**config.mk**
```make
export PLATFORM = sky130hd
export DESIGN_NAME = ahb_lite_master
export DESIGN_NICKNAME = d
export VERILOG_FILES = /design/src/rtl/ahb_lite_master.sv
export SDC_FILE = /design/constraint.sdc
export NUM_CORES = 1
export LEC_CHECK = 0
export ABC_AREA = 1
export BUFFER_PORTS_ARGS = -buffer_cell sky130_fd_sc_hd__buf_2
export CAP_MARGIN = 20
export CELL_PAD_IN_SITES_DETAIL_PLACEMENT = 1
export CELL_PAD_IN_SITES_GLOBAL_PLACEMENT = 1
export CORE_MARGIN = 2
export CORE_UTILIZATION = 30
export DETAILED_ROUTE_END_ITERATION = 8
export GPL_ROUTABILITY_DRIVEN = 0
export PLACE_DENSITY = 0.77
export SLEW_MARGIN = 10
export SYNTH_ARGS = -nofsm -noshare
export SYNTH_HDL_FRONTEND = slang
export SYNTH_SLANG_ARGS = --single-unit
```
**constraint.sdc**
```tcl
create_clock -name clk -period 1.12 [get_ports clk]
set_input_delay 0.056 -clock clk [delete_from_list [all_inputs] [get_ports clk]]
set_output_delay 0.056 -clock clk [all_outputs]
set_load 0.01 [all_outputs]
```
**src/rtl/ahb_lite_master.sv**
```systemverilog
// ahb_lite_master: valid/ready command stream to AHB-Lite SINGLE/NONSEQ initiator, one response per command.
// Define AHBM_PIPELINE_EN to overlap the next address phase with the current data phase.
module ahb_lite_master #(
    parameter int         XLEN  = 32,
    parameter logic [3:0] HPROT = 4'b0011
) (
    input  logic            clk,
    input  logic            resetn,
    input  logic            cmd_valid,
    output logic            cmd_ready,
    input  logic [XLEN-1:0] cmd_addr,
    input  logic            cmd_write,
    input  logic [2:0]      cmd_size,
    input  logic [XLEN-1:0] cmd_wdata,
    output logic            rsp_valid,
    output logic [XLEN-1:0] rsp_rdata,
    output logic            rsp_err,
    output logic [1:0]      htrans,
    output logic            hmastlock,
    output logic [XLEN-1:0] haddr,
    output logic            hwrite,
    output logic [2:0]      hburst,
    output logic [2:0]      hsize,
    output logic [3:0]      hprot,
    output logic [XLEN-1:0] hwdata,
    input  logic [XLEN-1:0] hrdata,
    input  logic            hready,
    input  logic            hresp
);
    logic            a_valid;
    logic            a_write;
    logic [XLEN-1:0] a_addr;
    logic [XLEN-1:0] a_wdata;
    logic [2:0]      a_size;
    logic            d_valid;
    logic            d_write;
    logic [XLEN-1:0] d_wdata;
    logic            err1;
    logic            take;

`ifdef AHBM_PIPELINE_EN
    assign cmd_ready = resetn && !err1 && (!a_valid || hready);
`else
    assign cmd_ready = resetn && !a_valid && !d_valid;
`endif
    assign take      = cmd_valid && cmd_ready;
    // the second error cycle must present IDLE so the held transfer is not sampled
    assign htrans    = (a_valid && !err1) ? 2'b10 : 2'b00;
    assign haddr     = a_addr;
    assign hwrite    = a_write;
    assign hsize     = a_size;
    assign hwdata    = d_wdata;
    assign hmastlock = 1'b0;
    assign hburst    = 3'b000;
    assign hprot     = HPROT;

    always_ff @(posedge clk) begin
        if (!resetn) begin
            a_valid   <= 1'b0;
            a_write   <= 1'b0;
            a_addr    <= '0;
            a_wdata   <= '0;
            a_size    <= 3'd0;
            d_valid   <= 1'b0;
            d_write   <= 1'b0;
            d_wdata   <= '0;
            err1      <= 1'b0;
            rsp_valid <= 1'b0;
            rsp_rdata <= '0;
            rsp_err   <= 1'b0;
        end else begin
            rsp_valid <= 1'b0;
            if (err1) begin
                if (hready) begin
                    rsp_valid <= 1'b1;
                    rsp_err   <= 1'b1;
                    rsp_rdata <= '0;
                    d_valid   <= 1'b0;
                    err1      <= 1'b0;
                end
            end else if (hready) begin
                d_valid <= a_valid;
                d_write <= a_write;
                d_wdata <= a_wdata;
                a_valid <= 1'b0;
                if (d_valid) begin
                    rsp_valid <= 1'b1;
                    rsp_err   <= 1'b0;
                    rsp_rdata <= d_write ? '0 : hrdata;
                end
            end else if (hresp && d_valid) begin
                err1 <= 1'b1;
            end
            if (take) begin
                a_valid <= 1'b1;
                a_addr  <= cmd_addr;
                a_write <= cmd_write;
                a_size  <= cmd_size;
                a_wdata <= cmd_wdata;
            end
        end
    end
endmodule
```
==> results by group <==
Status
  – Outcome: complete, but fails checks
  – Failing checks: negative setup slack

Floorplan
  – Row cnt: 52
  – Die W: 149 microns
  – Core ar.: 0.0204 sq mm
  – Die ar.: 0.0221 sq mm
  – Initial core utilization: 0.308
  – Io pins: 218
  – Die H: 149 microns

STA
  – Max Slew Vio Count: 0
  – Total negative setup slack: -11050 ps
  – Fmax: 0.754 GHz
  – Fin crit share: 1.18
  – Final Hold Vio Count: 0
  – Layout Skew: 9.08 ps
  – Final setup violation count: 93
  – Min cycle time layout: 1330 ps
  – RSZ-0062 raised after global routing: true
  – Worst setup margin: -206 ps

Drt
  – WL/cell: 17.0 microns
  – Final ANT Viol Nets: 0
  – Iteration-0 DRC Markers: 257
  – Vias post-DR: 7280
  – Residual DRC: 0
  – Post-Route WL: 26700 microns
  – Drt first pass iters: 4
  – Routed vias/inst: 4.64

Layout
  – Share of cells above drive strength 1: 0.337
  – Final Instance Area: 0.0103 sq mm
  – Antenna diodes: 0
  – Fillers: 2511
  – Final cell count without fillers: 1570
  – Fin nets: 1393
  – Area Growth Syn to Fin: 65.2%

Synth
  – Largest cells by area after synthesis: dfxtp_1 (44%), inv_1 (14%), nand2_1 (10%)
  – Post-synth top area share: 0.441
  – Synth Instances: 969
  – Synthesized area: 0.00627 sq mm
  – Post-synthesis average cell area: 6.47 sq um
  – Distinct cells, synth: 20
  – #FFs+latches synth: 138
  – Post-synthesis mux area share: 0
  – Compound-Gate Fraction of Synth Area: 0.0559
  – Post-synth top area cell: dfxtp_1
  – XOR/XNOR share of the synthesized area: 0
  – Adder-cell area share of the yosys netlist: 0
  – Largest family of logic cells by synthesized area: simple AND/OR/NAND/NOR gates
  – Post-synthesis simple-gate area fraction: 0.305
  – Count of warnings emitted by yosys: 0
  – Register area share after synthesis: 0.441

Power
  – VDD IR max: 0.000924 V
  – Comb pwr share: 0.210
  – P_leak: 5.39 nW
  – Sequential Power Share: 0.388
  – Switching part of the total: 0.284
  – Switching power: 0.00395 W
  – Clock power frac: 0.402
  – Final total power: 0.0139 W
  – Internal power: 0.00994 W
  – PD cells: 1340 mW/mm^2

Min path
  – Worst min-delay path category: primary input to register

Placement
  – Pre-CTS setup slack: -68.5 ps
  – Total placed cells including tap cells: 1411
  – Placed instance area: 0.00772 sq mm
  – I/O Buffers: 208
  – Hpwl dp: 12800 microns

Clock tree
  – CTS tree: built
  – Skew-Pair Late Insertion Delay: 420 ps
  – Clock Pin Slew Worst Setup and Hold Paths: 60 ps
  – Longest Clk Path Bufs: 2
  – CTS buffer count: 17
  – Clock sink count: 138
  – H-tree depth: 4
  – Root Driver: clkbuf_16

Worst setup path
  – Critical Path AT: 1680 ps
  – Worst setup EP type: register
  – WP data required: 1480 ps
  – Largest fanout on the critical path: 8
  – CP Launch Type: register
  – Crit path kind: register to register

Global routing
  – Pin count of the biggest net entering global routing: 63
  – Initial antenna violation count: 1
  – All-layer global routing usage: 0.232
  – Grt ovf: 0
  – Vias in the first global route: 7668
  – First-pass GRT wire length: 40300 microns

Run
  – Max cap viols: 0
==> through the flow <==
| step | util | hold WS [ps] |
|---|---|---|
| floorplan | - | 135 |
| global placement | 0.379 | 374 |
| detailed placement | 0.379 | 382 |
| CTS | 0.494 | 6.96 |
| global route | 0.508 | 58.2 |
| finish | 0.508 | 24.2 |
==> what timing repair did <==
action,CTS,global route
hold endpoints to repair,97,0
hold buffers,99,0
setup buffers,18,2
resized for setup,96,111
endpoints found under the setup margin,104,123
cloned,13,5
pin swaps,24,38
==> path summary, 6_finish.rpt <==
check | start | endpoint | slack, ps | cells past startpoint
setup / recovery | d_valid$_SDFFE_PN0P_ | a_wdata[28]$_SDFFE_PN0P_ | -210 | 7
hold / removal | cmd_addr[28] | haddr[28]$_SDFFE_PN0P_ | 20 | 5
hold reg to reg | rsp_err$_SDFFE_PN0P_ | rsp_err$_SDFFE_PN0P_ | 470 | 2
setup reg to reg | d_valid$_SDFFE_PN0P_ | a_wdata[28]$_SDFFE_PN0P_ | -210 | 7
==> cells in the final DEF, fill, tap and decap left out, drive strengths merged <==
cell / synthesis / layout
nor2: 172 / 172
clkinv: 0 / 4
o21ai: 34 / 34
bufinv: 0 / 2
a21oi: 36 / 36
nand3: 33 / 33
nand2: 172 / 172
nor3: 2 / 2
nand4: 68 / 68
buf: 37 / 262
clkinvlp: 0 / 2
inv: 240 / 240
clkbuf: 35 / 27
dfxtp: 138 / 138
conb: 2 / 9
dlygate4sd3: 0 / 99
==> per-layer routing <==
layer / part of all wire / global-route usage / up-vias
met5: 0.00026 / 0 / -
met3: 0.053 / 0.0528 / 64
li1: - / - / 3502
met4: 0.029 / 0.0876 / 2
met2: 0.51 / 0.409 / 251
met1: 0.41 / 0.275 / 3461
==> registers in the layout (all words and copies together) (netlist names) <==
register,cells
a_valid,1
d_valid,1
hsize,3
hwdata,32
rsp_err,1
d_write,1
rsp_rdata,32
hwrite,1
rsp_valid,1
err1,1
haddr,32
a_wdata,32
==> power by group through the flow <==
| stage | Clock (W) | Sequential, W | Combinational [W] |
|---|---|---|---|
| after floorplan | 0 | 0.00555 | 0.00104 |
| after global placement | 0 | 0.00547 | 0.00185 |
| after detailed placement | 0 | 0.00547 | 0.00190 |
| after CTS | 0.00564 | 0.00537 | 0.00268 |
| after global routing | 0.00589 | 0.00542 | 0.00319 |
| final | 0.00558 | 0.00539 | 0.00291 |
==> cells in the mapped netlist (all sizes together) <==
cell    number
o21ai       34
conb         2
inv        240
nand4       68
dfxtp      138
nand2      172
buf         37
a21oi       36
nor3         2
clkbuf      35
nand3       33
nor2       172
==> layout make-up <==
class / count / area (sq um) / share of cell area
multi-input combinational: 526 / 2730 / 0.264
sequential: 138 / 2770 / 0.268
inverter: 240 / 906 / 0.0875
tap: 270 / 338 / 0.0326
clock inverter: 8 / 95.1 / 0.00919
timing repair buffer: 365 / 3050 / 0.294
clock buffer: 23 / 468 / 0.0452
==> worst max-delay path, stage by stage, from the launching register on <==
cell	delay, ps
dfxtp_4	360
nor2_4	190
nand3_4	150
buf_12	190
clkbuf_16	170
nand2_2	50
inv_1	40
nor2_1	100
==> logic make-up (layout without fill, tap and decap cells) <==
family,Yosys count,in the layout
buf+inv,312,636
flops,138,138
other cells,2,9
simple gates,447,447
compound gates,70,70
(Power assumes the default switching activity.)
